$ cat src/rtl/tm1638_key_reader.sv
// tm1638_key_reader
// Reads the TM1638 key matrix. On a start request it lowers STB, sends the
// key-scan command byte 0x42 LSB first, releases DIO for the chip's turnaround
// wait, clocks in 32 bits (LSB of byte0 first), then holds STB low for one
// more phase before returning the bus to idle.
//
// Ports
//   clk, rst      system clock, synchronous active-high reset
//   start         request one scan (sampled only while idle)
//   busy          transaction owns the bus
//   done          one-cycle pulse when raw/keys have been updated
//   raw[31:0]     scan word, byte0 in [7:0]
//   keys[7:0]     keys[k] = raw[8k], keys[k+4] = raw[8k+4]
//   tm_stb        STB, active low
//   tm_clk        serial clock, idles high
//   tm_dio_o/oe   DIO drive value / drive enable (0 = released)
//   tm_dio_i      DIO pad input, already synchronised
//
// Optional build macro: TM_KEY_DEBOUNCE_EN
//   When defined, keys only loads a new decode when two consecutive scan
//   words are identical. raw always updates.
//
// All bus outputs are flops whose next values are decoded from the next
// state, so each output changes on the same edge as the state it belongs to.

module tm1638_key_reader #(
  parameter int CLK_DIV     = 100,
  parameter int WAIT_CYCLES = 200
) (
  input  logic        clk,
  input  logic        rst,
  input  logic        start,
  output logic        busy,
  output logic        done,
  output logic [31:0] raw,
  output logic [7:0]  keys,
  output logic        tm_stb,
  output logic        tm_clk,
  output logic        tm_dio_o,
  output logic        tm_dio_oe,
  input  logic        tm_dio_i
);

  localparam int CNT_MAX = (CLK_DIV > WAIT_CYCLES) ? CLK_DIV : WAIT_CYCLES;
  localparam int CNT_W   = $clog2(CNT_MAX + 1);
  localparam logic [CNT_W-1:0] DIV_LAST  = CNT_W'(CLK_DIV - 1);
  localparam logic [CNT_W-1:0] WAIT_LAST = CNT_W'(WAIT_CYCLES - 1);
  localparam logic [7:0]       CMD_READ  = 8'h42;

  typedef enum logic [2:0] {
    ST_IDLE  = 3'd0,
    ST_SETUP = 3'd1,
    ST_CMD   = 3'd2,
    ST_WAIT  = 3'd3,
    ST_READ  = 3'd4,
    ST_HOLD  = 3'd5
  } state_t;

  // Key decode: bits 0 and 4 of each scan byte carry the two keys of a column.
  function automatic logic [7:0] decode_keys(input logic [31:0] w);
    logic [7:0] k;
    for (int i = 0; i < 4; i++) begin
      k[i]     = w[8*i];
      k[i + 4] = w[8*i + 4];
    end
    return k;
  endfunction

  state_t           state_q, state_d;
  logic [CNT_W-1:0] cnt_q, cnt_d;
  logic             hi_q, hi_d;      // 0 = low half of a bit, 1 = high half
  logic [4:0]       bit_q, bit_d;
  logic [31:0]      shift_q, shift_d;
  logic [31:0]      raw_q, raw_d;
  logic [7:0]       keys_q, keys_d;
  logic             done_q, done_d;
  logic             busy_q, busy_d;
  logic             stb_q, stb_d;
  logic             sclk_q, sclk_d;
  logic             dio_o_q, dio_o_d;
  logic             dio_oe_q, dio_oe_d;
  logic             last_phase_s;
`ifdef TM_KEY_DEBOUNCE_EN
  logic [31:0]      shadow_q, shadow_d;
`endif

  // Next-state, datapath and next-output decode.
  always_comb begin
    state_d  = state_q;
    cnt_d    = cnt_q + CNT_W'(1);
    hi_d     = hi_q;
    bit_d    = bit_q;
    shift_d  = shift_q;
    raw_d    = raw_q;
    keys_d   = keys_q;
    done_d   = 1'b0;
`ifdef TM_KEY_DEBOUNCE_EN
    shadow_d = shadow_q;
`endif
    last_phase_s = (cnt_q == DIV_LAST);

    case (state_q)
      ST_IDLE: begin
        cnt_d = '0;
        if (start) begin
          state_d = ST_SETUP;
          hi_d    = 1'b0;
          bit_d   = 5'd0;
        end else begin
          state_d = ST_IDLE;
        end
      end
      ST_SETUP: begin
        if (last_phase_s) begin
          state_d = ST_CMD;
          cnt_d   = '0;
          hi_d    = 1'b0;
          bit_d   = 5'd0;
        end else begin
          state_d = ST_SETUP;
        end
      end
      ST_CMD: begin
        if (last_phase_s) begin
          cnt_d = '0;
          if (!hi_q) begin
            hi_d = 1'b1;
          end else if (bit_q == 5'd7) begin
            state_d = ST_WAIT;
            hi_d    = 1'b0;
            bit_d   = 5'd0;
          end else begin
            hi_d  = 1'b0;
            bit_d = bit_q + 5'd1;
          end
        end else begin
          state_d = ST_CMD;
        end
      end
      ST_WAIT: begin
        if (cnt_q == WAIT_LAST) begin
          state_d = ST_READ;
          cnt_d   = '0;
          hi_d    = 1'b0;
          bit_d   = 5'd0;
        end else begin
          state_d = ST_WAIT;
        end
      end
      ST_READ: begin
        if (last_phase_s) begin
          cnt_d = '0;
          if (!hi_q) begin
            hi_d = 1'b1;
          end else begin
            // Sample at the very end of the high phase, just before CLK falls.
            shift_d[bit_q] = tm_dio_i;
            hi_d           = 1'b0;
            if (bit_q == 5'd31) begin
              state_d = ST_HOLD;
              bit_d   = 5'd0;
            end else begin
              bit_d = bit_q + 5'd1;
            end
          end
        end else begin
          state_d = ST_READ;
        end
      end
      ST_HOLD: begin
        if (last_phase_s) begin
          state_d = ST_IDLE;
          cnt_d   = '0;
          done_d  = 1'b1;
          raw_d   = shift_q;
`ifdef TM_KEY_DEBOUNCE_EN
          shadow_d = shift_q;
          if (shift_q == shadow_q) begin
            keys_d = decode_keys(shift_q);
          end else begin
            keys_d = keys_q;
          end
`else
          keys_d = decode_keys(shift_q);
`endif
        end else begin
          state_d = ST_HOLD;
        end
      end
      default: begin
        state_d = ST_IDLE;
        cnt_d   = '0;
      end
    endcase

    busy_d = (state_d != ST_IDLE);
    case (state_d)
      ST_IDLE: begin
        stb_d = 1'b1; sclk_d = 1'b1; dio_o_d = 1'b0; dio_oe_d = 1'b0;
      end
      ST_SETUP: begin
        stb_d = 1'b0; sclk_d = 1'b1; dio_o_d = CMD_READ[0]; dio_oe_d = 1'b1;
      end
      ST_CMD: begin
        stb_d = 1'b0; sclk_d = hi_d; dio_o_d = CMD_READ[bit_d[2:0]]; dio_oe_d = 1'b1;
      end
      ST_READ: begin
        stb_d = 1'b0; sclk_d = hi_d; dio_o_d = 1'b0; dio_oe_d = 1'b0;
      end
      ST_WAIT, ST_HOLD: begin
        stb_d = 1'b0; sclk_d = 1'b1; dio_o_d = 1'b0; dio_oe_d = 1'b0;
      end
      default: begin
        stb_d = 1'b1; sclk_d = 1'b1; dio_o_d = 1'b0; dio_oe_d = 1'b0;
      end
    endcase
  end

  // State, datapath and output registers.
  always_ff @(posedge clk) begin
    if (rst) begin
      state_q  <= ST_IDLE;
      cnt_q    <= '0;
      hi_q     <= 1'b0;
      bit_q    <= 5'd0;
      shift_q  <= 32'd0;
      raw_q    <= 32'd0;
      keys_q   <= 8'd0;
      done_q   <= 1'b0;
      busy_q   <= 1'b0;
      stb_q    <= 1'b1;
      sclk_q   <= 1'b1;
      dio_o_q  <= 1'b0;
      dio_oe_q <= 1'b0;
`ifdef TM_KEY_DEBOUNCE_EN
      shadow_q <= 32'd0;
`endif
    end else begin
      state_q  <= state_d;
      cnt_q    <= cnt_d;
      hi_q     <= hi_d;
      bit_q    <= bit_d;
      shift_q  <= shift_d;
      raw_q    <= raw_d;
      keys_q   <= keys_d;
      done_q   <= done_d;
      busy_q   <= busy_d;
      stb_q    <= stb_d;
      sclk_q   <= sclk_d;
      dio_o_q  <= dio_o_d;
      dio_oe_q <= dio_oe_d;
`ifdef TM_KEY_DEBOUNCE_EN
      shadow_q <= shadow_d;
`endif
    end
  end

  assign busy      = busy_q;
  assign done      = done_q;
  assign raw       = raw_q;
  assign keys      = keys_q;
  assign tm_stb    = stb_q;
  assign tm_clk    = sclk_q;
  assign tm_dio_o  = dio_o_q;
  assign tm_dio_oe = dio_oe_q;

endmodule

$ cat config.mk
export PLATFORM = sky130hd
export DESIGN_NAME = tm1638_key_reader
export DESIGN_NICKNAME = d
export VERILOG_FILES = /design/src/rtl/tm1638_key_reader.sv
export SDC_FILE = /design/constraint.sdc
export NUM_CORES = 1
export LEC_CHECK = 0
export ABC_AREA = 1
export CAP_MARGIN = 20
export CORE_MARGIN = 4
export CORE_UTILIZATION = 54
export DETAILED_ROUTE_END_ITERATION = 10
export PLACE_DENSITY_LB_ADDON = 0.08
export RECOVER_POWER = 100
export SETUP_SLACK_MARGIN = 0.15
export SLEW_MARGIN = 0
export SYNTH_ARGS = -nofsm -noshare
export SYNTH_HDL_FRONTEND = slang
export SYNTH_SLANG_ARGS = --single-unit
export TNS_END_PERCENT = 10
$ cat constraint.sdc
create_clock -name clk -period 2.2 [get_ports clk]
set_input_delay 0.44 -clock clk [delete_from_list [all_inputs] [get_ports clk]]
set_output_delay 0.44 -clock clk [all_outputs]
set_load 0.1 [all_outputs]
==> Word level (Yosys, flattened, before mapping) <==
Memories as Yosys holds them, arrays and structs flattened. A register that Yosys moved wholly into a read port is not among the register bits.
Index checks and enable logic that the tools add are counted.
{ "word_totals": {"latch_bits": 0, "ram_bits": 0, "romBits": 8, "memories": 1, "word_cells": 93, "in_bits": 4, "output_inout_bits": 46, "reg_bits": 94} }
{ "op_classes": {"n_mul": 0, "n_mux": 36, "div": 0, "shift": 0, "n_eq_ne": 21, "n_bitwise": 3, "addsub": 2, "order_cmp": 2, "n_reduce_logical": 15} }
{ "mem_list": {"columns": ["memory", "depth", "word_bits", "read_ports", "rd_clocked_by_memory_dff", "wr", "line_no", "text"], "rows": [
  ["(name not given)", 8, 1, 1, 1, 0, "205", "stb_d = 1'b0; sclk_d = hi_d; dio_o_d = CMD_READ[bit_d[2:0]]; dio_oe_d = 1'b1;"]
]} }
{ "op_table": {"columns": ["cell", "count"], "rows": [
  ["2-to-1 mux 5 bit", 9],
  ["bitwise mux 32 bit", 1],
  ["one-hot mux 5 bit (5 select lines)", 1],
  ["2-to-1 mux 3 bit", 8],
  ["one-hot mux 3 bit (6 select lines)", 1],
  ["2-to-1 mux 8 bit", 2],
  ["one-hot mux 8 bit (2 select lines)", 1],
  ["!= test 2 bit (second input constant)", 7],
  ["== test 3 x 2 -> 1 bit (second input constant)", 4],
  ["== test 3 bit (second input constant)", 4],
  ["OR reduction 2 bit", 6],
  ["2-to-1 mux 1 bit", 10],
  ["adder 8 x 1 -> 8 bit (second input constant)", 1],
  ["== test 8 x 7 -> 1 bit (second input constant)", 1],
  ["== test 8 bit (second input constant)", 1],
  ["AND reduction 8 bit", 1],
  ["== test 3 x 1 -> 1 bit (second input constant)", 2],
  ["less-than comparator 5 x 6 -> 1 bit (second input constant)", 1],
  ["adder 5 x 1 -> 5 bit (second input constant)", 1],
  ["demux 1 bit (select 5 bit)", 1],
  ["== test 5 x 3 -> 1 bit (second input constant)", 1],
  ["== test 5 bit (second input constant)", 1],
  ["greater-or-equal comparator 5 x 1 -> 1 bit (second input constant)", 1],
  ["nonzero test 5 bit", 1],
  ["10 further kinds", 12]
]} }

==> Depth between registers and ports, before layout <==
Gate-level depths: netlist (run 1).
{ "logic_depth": {"ltp_word": 9, "mapped_depth": 13, "depth_no_buf": 13} }

==> Least setup slack after synthesis (run 1) <==
Ideal clock, no wire load.
{ "synth_timing": {"path_type": "reg-to-reg", "from": "register bit_q[1]", "to": "register stb_q, in the netlist tm_stb", "setup_ps": 117, "period_less_slack_ps": 1886, "path_buffers": 0, "t_required_ps": 2083, "path_slack_ps": 314, "t_arrival_ps": 1769, "stages_incl_launch_ff": 12, "path_cell_list": "dfxtp_1 ha_1 inv_1 nor3_1 ha_1 inv_1 o22ai_1 nand2_1 nand2_1 inv_1 a31oi_1 inv_1"} }
{ "synth_between": {"elab_chain_len": 8, "elab_cells_between_ends": 16, "classes_between": "7 x eq/ne; 8 x mux; 1 x reduce/logical"} }
{ "synth_lines": {"columns": ["item", "line_no", "text"], "rows": [
  ["from (decl)", "72", "logic [4:0] bit_q, bit_d;"],
  ["from (signal assigned)", "242", "bit_q <= bit_d;"],
  ["== test 5 bit / == test 5 x 3 -> 1 bit (equally long branches)", "159, 128", null],
  ["2-to-1 mux 3 bit (on tied branches)", "159, 128", null],
  ["2-to-1 mux 3 bit (on tied branches)", "153, 126", null],
  ["2-to-1 mux 3 bit (on tied branches)", "151, 124", null],
  ["one-hot mux 3 bit (6 select lines) *", "102", "case (state_q)"],
  ["== test 3 x 2 -> 1 bit, or another cell as far along", "197", "case (state_d)"],
  ["OR reduction 5 bit (no source line) *", null, null],
  ["2-to-1 mux 1 bit *", "197", null],
  ["to (signal assigned)", "248", "stb_q <= stb_d;"],
  ["to (decl)", "78", "logic stb_q, stb_d;"]
]} }
Mark *: on every way between the ends. The rest lies on a longest branch, timed or not.
A chain may end at the register's enable or synchronous reset.

==> Worst setup path after layout (run 1) <==
{ "layout_timing": {"from": "register cnt_q[0]", "to": "register shift_q[30]"} }
{ "layout_between": {"elab_chain_len": 2} }
{ "layout_lines": {"columns": ["item", "line_no", "text"], "rows": [
  ["from (decl)", "70", "logic [CNT_W-1:0] cnt_q, cnt_d;"],
  ["from (signal assigned)", "240", "cnt_q <= cnt_d;"],
  ["== test 8 x 7 -> 1 bit", "100", "last_phase_s = (cnt_q == DIV_LAST);"],
  ["named net last_phase_s", "82", "logic last_phase_s;"],
  ["AND reduction 3 bit (no source line)", null, null],
  ["to (signal assigned)", "243", "shift_q <= shift_d;"],
  ["to (decl)", "73", "logic [31:0] shift_q, shift_d;"]
]} }
The timed path passes the listed nets, and every way through them passes these cells.

==> results of run 1 <==
## final cells by class
class	instances	area (um2)	share of cell area
inverters	40	167.7	0.03863
flip-flops and latches	87	1745	0.4021
clock inverters	6	67.56	0.01557
multi-input cells	306	1684	0.3880
repair buffers	67	432.9	0.09974
repair inverters	1	5.005	0.001153
well taps	80	100.1	0.02306
clock buffers	10	137.6	0.03171
## power by group through the flow
stage                     logic (uW)  clock network, uW  registers (uW)
final                            136               1130            1590
after CTS                        138               1160            1590
after global placement           137                  0            1630
after global routing             146               1220            1590
after detailed placement         138                  0            1630
after floorplan                 71.9                  0            1660
## cells by family (layout without fill, tap and decap cells)
logic type | count (synthesis) | count (layout) | synth area share
xor gates and xnor gates | 4 | 4 | 0.009388
and+or+nand+nor | 180 | 180 | 0.2213
AOI/OAI and AO/OA | 114 | 114 | 0.1877
buffers and inverters | 70 | 124 | 0.08816
DFF | 87 | 87 | 0.4666
adders and majority gates | 8 | 8 | 0.02682
## cell usage in the layout, fill, tap and decap left out, types with 3 or more instances in the layout
cell type,instances
nor2_1,91
dfxtp_1,84
clkbuf_2,46
nand2_1,42
o21ai_0,37
a21oi_1,34
inv_1,30
a311oi_1,28
buf_4,15
nand3_1,13
clkbuf_8,10
nor3_2,9
nand2_2,7
ha_1,7
inv_2,6
nor2_2,5
nand4_1,5
o21ai_1,4
a211oi_1,4
clkinv_4,3
xor2_1,3
dfxtp_2,3
clkdlybuf4s50_1,3
buf_12,3
## registers in the layout (all words and copies together), names as in the netlist
register and count:
bit_q 5, busy 1, cnt_q 8, done 1, hi_q 1, raw 32, shift_q 32, state_q 3
tm_clk 1, tm_dio_o 1, tm_dio_oe 1, tm_stb 1
## worst paths after layout
| kind | from | end | slack, ns | cells past startpoint |
|---|---|---|---|---|
| worst max-delay path | cnt_q[0] | shift_q[30] | 0.25 | 12 |
| worst min register to register | cnt_q[0] | cnt_q[0] | 0.48 | 1 |
| worst max register to register | cnt_q[0] | shift_q[30] | 0.25 | 12 |
| worst min-delay path | cnt_q[0] | cnt_q[0] | 0.48 | 1 |
## stage by stage
step,util,power (uW)
after detailed placement,0.6072,1763
after CTS,0.6381,2888
after floorplan,-,1729
after global placement,0.6072,1763
after global routing,0.6424,2958
final,0.6424,2851
## timing repair
action	CTS	global route
pin swaps	0	4
hold endpoints to repair	0	0
gates resized for setup	1	13
hold buffers	0	0
cloned	0	1
setup buffers	0	9
endpoints found under the setup margin	3	37
## routing by layer
| metal | part of all wire | up-vias | wire length (um) | GRT usage |
|---|---|---|---|---|
| met2 | 0.49 | 82 | 4071 | 0.3495 |
| met5 | 0 | - | 0 | 0 |
| li1 | - | 1656 | - | - |
| met3 | 0.049 | 12 | 405 | 0.04557 |
| met1 | 0.44 | 1478 | 3671 | 0.2438 |
| met4 | 0.014 | 0 | 114 | 0.07161 |
==> results.toml, run 1 <==
[pwr]
power.density_nw_per_um2 = 656.9
pwr-share-comb = 0.048
p_seq_frac = 0.557
leakage_uw = 0.001943
intPower_uw = 2172
pwr-share-clk = 0.396
irDropWorstVdd_v = 0.0003904
p_sw_frac = 0.2382
p_switching_uw = 679.3

[grt]
grt_pass1_vias = 3004
antenna_found_initial = 0
overflow = 0
grt_max_degree = 41
grt_usage = 0.2014
grt_first_pass_wirelength_um = 13790

[synthesis]
post-synth-top-area-fraction = 0.4666
synth_flop_cell = "dfxtp_1"
post_synth.cell_area_avg_um2 = 8.061
ys_warn_count = 0
syn_inst = 463
syn_nets = 475
yosys-top-cells-area = "dfxtp_1 (47%), nor2_1 (9.3%), a311oi_1 (6.6%)"
yosysTopAreaCell = "dfxtp_1"
ys_seq_area_frac = 0.4666
synth.most_common_cell = "nor2_1"
synth_edf_count = 0
ys_ff_latch = 87
ys_types = 34
synth_common_cells = "nor2_1 (92), dfxtp_1 (87), nand2_1 (43)"
synthArstFlopShare = 0
synth_area_um2 = 3732

[critical_path]
worstSetupStartpointType = "flop"
critical_path_class = "flop to flop"
critPathArrivalTime_ns = 2.20
cpLargestDelayFamily = "simple AND/OR/NAND/NOR gates"
path_max_fanout = 10
path_common_cell = "nand2_1"
worstPathRequired_ns = 2.44
critPathBufInv = 3
crit_slowest_cell = "dfxtp_1"
endpoint_kind = "flop"
path_cells = "ha_4 -> nand2_1 -> nor2_2 -> nand2_2 -> inv_2 -> ha_1 -> nand2_4 -> inv_4 -> nand2_1 -> clkinv_4 -> a21oi_1 -> a311oi_1"
critPathMaxStageDelay_ns = 0.39

[detailed_routing]
drtAntennaViolNets = 0
firstDrtPassIters = 4
routedWlPerCell_um = 13.84
first_iter_violations = 194
drc = 0
totalWireLength_um = 8263
routed_via_density = 5.407
vias = 3228

[layout]
synthToLayoutAreaGrowth_pct = 16.29
diodes = 0
drive_above_1_share = 0.2302
fin_nets = 524
final_cell_count_no_fill = 597
final_area_um2 = 4340
nFillCells = 640

[timing]
period_needed_ns = 1.954
hold_ws_ns = 0.4829
setup_violations = 0
tightest_slew_ns = 0.8974
fmax_mhz = 511.8
tns_ns = 0
relSlewSlack = 0.4011
post-route-period-util = 0.8881
hold_viol = 0
rsz0062_at_grt = "yes"
finalClockSkew_ns = 0.009132
drv_slew = 0
fin_ws_ns = 0.2462

[run_status]
status = "complete, no violations"

[die]
fp.dieW_um = 91.14
row_count = 30
initial_utilization = 0.5524
dieArea_um2 = 8306
die_h_um = 91.14
num_io_pins = 50
core_um2 = 6756

[placed_design]
hpwl_um = 5681
io_buffers = 49
dp_slack_ns = 0.1676
place_area_um2 = 4103
dp_cells = 571
place_congestion = 0.9302

[clock_network]
cts.htree.levels = 3
clockBufferDepth = 2
clock-sinks = 87
insertion_delay_ns = 0.35
cts_buffers = 9
clkTransAtPathRegs_ns = 0.08
cts-root-buf = "clkbuf_8"
cts_tree = "done"

[flow_run]
cap_violations = 0

[hold_path]
holdCritPathClass = "flop to flop"
No activity file was read; power rests on OpenSTA's default activity.
==> inputs of run 2 (changes only) <==
--- a/config.mk
+++ b/config.mk
@@ -12,6 +12,7 @@
 export DETAILED_ROUTE_END_ITERATION = 10
 export PLACE_DENSITY_LB_ADDON = 0.08
 export RECOVER_POWER = 100
+export REMOVE_ABC_BUFFERS = 1
 export SETUP_SLACK_MARGIN = 0.15
 export SLEW_MARGIN = 0
 export SYNTH_ARGS = -nofsm -noshare
==> results.toml, run 2 (synthesized netlist as in run 1, its figures left out) <==
[clock_network]
cts_tree = "done"
cts.htree.levels = 3
clock-sinks = 87
insertion_delay_ns = 0.36
cts_buffers = 9
clkTransAtPathRegs_ns = 0.09
cts_hold_buffers = 0
clockBufferDepth = 2
cts-root-buf = "clkbuf_8"

[timing]
finalClockSkew_ns = 0.01219
post-route-period-util = 0.8966
period_needed_ns = 1.972
fmax_mhz = 507.0
setup_violations = 0
rsz0062_at_grt = "no"
relSlewSlack = 0.3821
tns_ns = 0
tightest_slew_ns = 0.9259
drv_slew = 0
hold_viol = 0

[grt]
grt_pass1_vias = 2926
overflow = 0
grt_usage = 0.1976
grt_max_degree = 41
antenna_found_initial = 0
grt_first_pass_wirelength_um = 13550

[flow_run]
cap_violations = 0

[detailed_routing]
vias = 3217
drtAntennaViolNets = 0
routedWlPerCell_um = 14.12
first_iter_violations = 202
routed_via_density = 5.462
firstDrtPassIters = 4
totalWireLength_um = 8314
drc = 0

[critical_path]
r2r_end = "shift_q[10]"
critPathArrivalTime_ns = 2.24
worstSetupStartpointType = "flop"
critical_path_class = "flop to flop"
path_max_fanout = 16
rr_startpoint = "cnt_q[0]"
reg2reg_slack_ns = 0.23
ff2ff_path_depth = 12
worstPathRequired_ns = 2.47
endpoint_kind = "flop"

[layout]
final_area_um2 = 4264
final_common_cell = "nor2_1"
post-route-util = 0.6311
synthToLayoutAreaGrowth_pct = 14.25
final_cell_mix = "nor2_1 (92), dfxtp_1 (83), clkbuf_2 (46), nand2_1 (43), o21ai_0 (37)"
diodes = 0
fin_nets = 516
drive_above_1_share = 0.2220
final_cell_count_no_fill = 589

[die]
core_um2 = 6756
initial_utilization = 0.5524
dieArea_um2 = 8306
die_h_um = 91.14
num_io_pins = 50
row_count = 30
fp.dieW_um = 91.14

[hold_path]
holdPathStages = 1
holdCritPathClass = "flop to flop"
hold_end = "cnt_q[0]"
hp-start = "cnt_q[0]"

[placed_design]
hpwl_um = 5472
place_area_um2 = 4108
place_congestion = 0.9065
io_buffers = 49
dp_cells = 570

[pwr]
power.density_nw_per_um2 = 653.9
leakage_uw = 0.001909
irDropWorstVdd_v = 0.0003647

[run_status]
status = "complete, no violations"
==> run 2: layer usage <==
metal,global-route usage,vias up,wire length [um]
met1,0.2518,1481,3873
met4,0.08543,0,146
met5,0,-,0
met2,0.3286,69,3946
li1,-,1656,-
met3,0.03314,11,347
==> run 2: cell type report <==
cell class              instances  area (um2)
repair buffers                 59       347.8
well taps                      80       100.1
multi-input cells             306        1705
flip-flops and latches         87        1747
clock buffers                  10       137.6
inverters                      40       167.7
clock inverters                 6       53.80
fillers                       652        2492
repair inverters                1       5.005
==> run 2: how the worst max path moves through the flow <==
stage,startpoint,to,slack (ns),cells past startpoint
final,cnt_q[0],shift_q[10],0.23,12
after global routing,cnt_q[0],shift_q[1],0.03,12
after CTS,cnt_q[0],shift_q[10],0.09,12
after detailed placement,bit_q[1],tm_stb,0.08,11
after global placement,bit_q[1],tm_stb,0.18,11
after floorplan,cnt_q[0],raw[0],-0.05,8
==> run 2: critical path: stages, from the launching register on <==
cell and delay (ns):
dfxtp_2 0.38, ha_4 0.16, nand2_1 0.06, nor2_1 0.17
nand2_2 0.13, inv_2 0.09, ha_2 0.19, nand2_4 0.09
inv_4 0.08, nand2_1 0.09, clkinv_4 0.13, a21oi_1 0.09
a311oi_1 0.23
==> run 2: power by group <==
part | switching (uW) | total [uW] | internal, uW | leakage [uW]
combinational | 108 | 138 | 30.0 | 0.00111
sequential | 6.63 | 1590 | 1580 | 0.000704
clock | 604 | 1060 | 459 | 0.0000950
total | 718 | 2790 | 2070 | 0.00191
==> run 2: stage by stage <==
stage,power (uW),hold WS [ns],setup WS [ns]
2_1_floorplan,1716,0.4179,-0.04727
3_3_place_gp,1762,0.4311,0.1763
3_5_place_dp,1763,0.4462,0.08371
4_1_cts,2818,0.4622,0.09201
5_1_grt,2896,0.4825,0.03465
6_report,2788,0.4625,0.2276
==> run 2: timing repair <==
item,in CTS,in global routing
endpoints found under the setup margin,14,35
gates cloned,0,1
setup buffers,0,2
gates resized for setup,1,19
pin swaps,0,2
==> inputs of run 3 (changes only) <==
--- a/config.mk
+++ b/config.mk
@@ -8,8 +8,9 @@
 export ABC_AREA = 1
 export CAP_MARGIN = 20
 export CORE_MARGIN = 4
-export CORE_UTILIZATION = 54
+export CORE_UTILIZATION = 62
 export DETAILED_ROUTE_END_ITERATION = 10
+export DONT_BUFFER_PORTS = 1
 export PLACE_DENSITY_LB_ADDON = 0.08
 export RECOVER_POWER = 100
 export REMOVE_ABC_BUFFERS = 1
==> constraint.sdc (replaced) <==
create_clock -name clk -period 2.2 [get_ports clk]
set_input_delay 0.44 -clock clk [delete_from_list [all_inputs] [get_ports clk]]
set_output_delay 0.44 -clock clk [all_outputs]
set_load 0.02 [all_outputs]
==> results.toml, run 3 (synthesized netlist as in run 1, its figures left out) <==
[layout]
diodes = 0
final_cell_mix = "nor2_1 (94), dfxtp_1 (83), nand2_1 (42), o21ai_0 (37), a21oi_1 (34)"
final_area_um2 = 4016
drive_above_1_share = 0.1481
post-route-util = 0.7077
final_cell_count_no_fill = 538
final_common_cell = "nor2_1"
synthToLayoutAreaGrowth_pct = 7.610
fin_nets = 473

[timing]
hold_viol = 0
setup_violations = 0
fmax_mhz = 496.9
relSlewSlack = 0.6564
hold_ws_ns = 0.1251
rsz0062_at_grt = "no"
drv_slew = 0
tightest_slew_ns = 0.5126
finalClockSkew_ns = 0.009104
period_needed_ns = 2.012
post-route-period-util = 0.9148

[pwr]
leakage_uw = 0.001724
power.density_nw_per_um2 = 703.1
total_power_uw = 2824
irDropWorstVdd_v = 0.0003986

[clock_network]
cts.htree.levels = 3
cts-root-buf = "clkbuf_8"
cts_tree = "done"
cts_buffers = 9
cts_hold_buffers = 0
clock-sinks = 87
clkTransAtPathRegs_ns = 0.09
clockBufferDepth = 2
insertion_delay_ns = 0.36

[placed_design]
hpwl_um = 5118
place_congestion = 0.9112
place_area_um2 = 3710
io_buffers = 0
dp_cells = 513

[detailed_routing]
drtAntennaViolNets = 0
drc = 0
routedWlPerCell_um = 15.20
totalWireLength_um = 8178
vias = 3095
first_iter_violations = 199
routed_via_density = 5.753
firstDrtPassIters = 5

[die]
initial_utilization = 0.6576
dieArea_um2 = 7325
fp.dieW_um = 85.59
num_io_pins = 50
core_um2 = 5675
die_h_um = 85.59
row_count = 27

[critical_path]
path_cells = "ha_4 -> nand2_1 -> nor2_1 -> nand2_2 -> inv_2 -> ha_1 -> nand2_4 -> inv_4 -> nand2_1 -> clkinv_4 -> buf_4 -> buf_4 -> a311oi_1"
crit_slowest_cell = "dfxtp_2"
cpLargestDelayFamily = "buffers and inverters"
worstPathRequired_ns = 2.48
rr_startpoint = "cnt_q[0]"
critPathArrivalTime_ns = 2.29
cp.depth = 13
path_max_fanout = 8
cp-startpoint = "cnt_q[0]"
critical_path_class = "flop to flop"
endpoint_kind = "flop"
cp-endpoint = "shift_q[12]"
reg2reg_slack_ns = 0.19
ff2ff_path_depth = 13
r2r_end = "shift_q[12]"
critPathBufInv = 5
critPathMaxStageDelay_ns = 0.35
worstSetupStartpointType = "flop"

[flow_run]
cap_violations = 0

[grt]
grt_usage = 0.2185
grt_first_pass_wirelength_um = 12920
antenna_found_initial = 0
grt_max_degree = 42
overflow = 0
grt_pass1_vias = 2786

[run_status]
status = "complete, no violations"

[hold_path]
holdCritPathClass = "primary input to flop"
[run 3: cell types whose count changed in the layout (fill, tap and decap cells not counted), moves of 2 or more]
cell             before  now
clkinv_4              6    3
nor2_1               92   94
clkbuf_2             46    0
clkinv_2              1    3
clkdlybuf4s50_1       3    0
buf_4                 9   14
inv_6                 1    3
[run 3: layout make-up]
type                            instances  area [um2]
Sequential cell                        87        1747
Fill cell                             475        1659
Inverter                               40       167.7
Tap cell                               72       90.09
Timing Repair inverter                  1       5.005
Clock inverter                          7       77.57
Clock buffer                            9       123.9
Multi-Input combinational cell        306        1689
Timing Repair Buffer                   16       116.4
[run 3: worst min-delay path by stage]
stage,startpoint,endpoint,slack [ns],cells after the start
detailed placement,cnt_q[0],cnt_q[0],0.45,1
global placement,cnt_q[0],cnt_q[0],0.43,1
floorplan,cnt_q[0],cnt_q[0],0.42,1
CTS,rst,shift_q[15],0.13,1
finish,rst,bit_q[0],0.13,1
global route,rst,bit_q[0],0.11,1
[run 3: per-stage QoR]
step	TNS [ns]	setup slack, ns
2_1_floorplan	-1.374	-0.04294
3_3_place_gp	0	0.2111
5_1_grt	0	0.08562
6_report	0	0.1875
3_5_place_dp	0	0.1163
4_1_cts	0	0.1199
[run 3: worst register-to-register path, cell delays in order, from the launching register on]
cell and delay (ns):
dfxtp_2 0.35, ha_4 0.17, nand2_1 0.06, nor2_1 0.06, nand2_2 0.09, inv_2 0.05, ha_1 0.21, nand2_4 0.12
inv_4 0.06, nand2_1 0.12, clkinv_4 0.10, buf_4 0.18, buf_4 0.14, a311oi_1 0.23
[run 3: timing repair]
item,CTS,global route
gates cloned,0,1
setup buffers,0,8
gates resized for setup,1,19
endpoints found under the hold margin,0,0
pin swaps,0,3
setup endpoints to repair,10,34
[run 3: report_power, final]
| part | switching [uW] | internal (uW) |
|---|---|---|
| clock network | 610 | 541 |
| logic | 57.6 | 20.6 |
| registers | 12.9 | 1580 |
[run 3: metal layers]
layer / share of wire / global-route usage / up-vias / routed length, um
met2: 0.47 / 0.3468 / 106 / 3814
met1: 0.44 / 0.2807 / 1398 / 3612
met3: 0.064 / 0.05283 / 23 / 520
li1: - / - / 1568 / -
met4: 0.028 / 0.1007 / 0 / 231
met5: 0 / 0 / - / 0
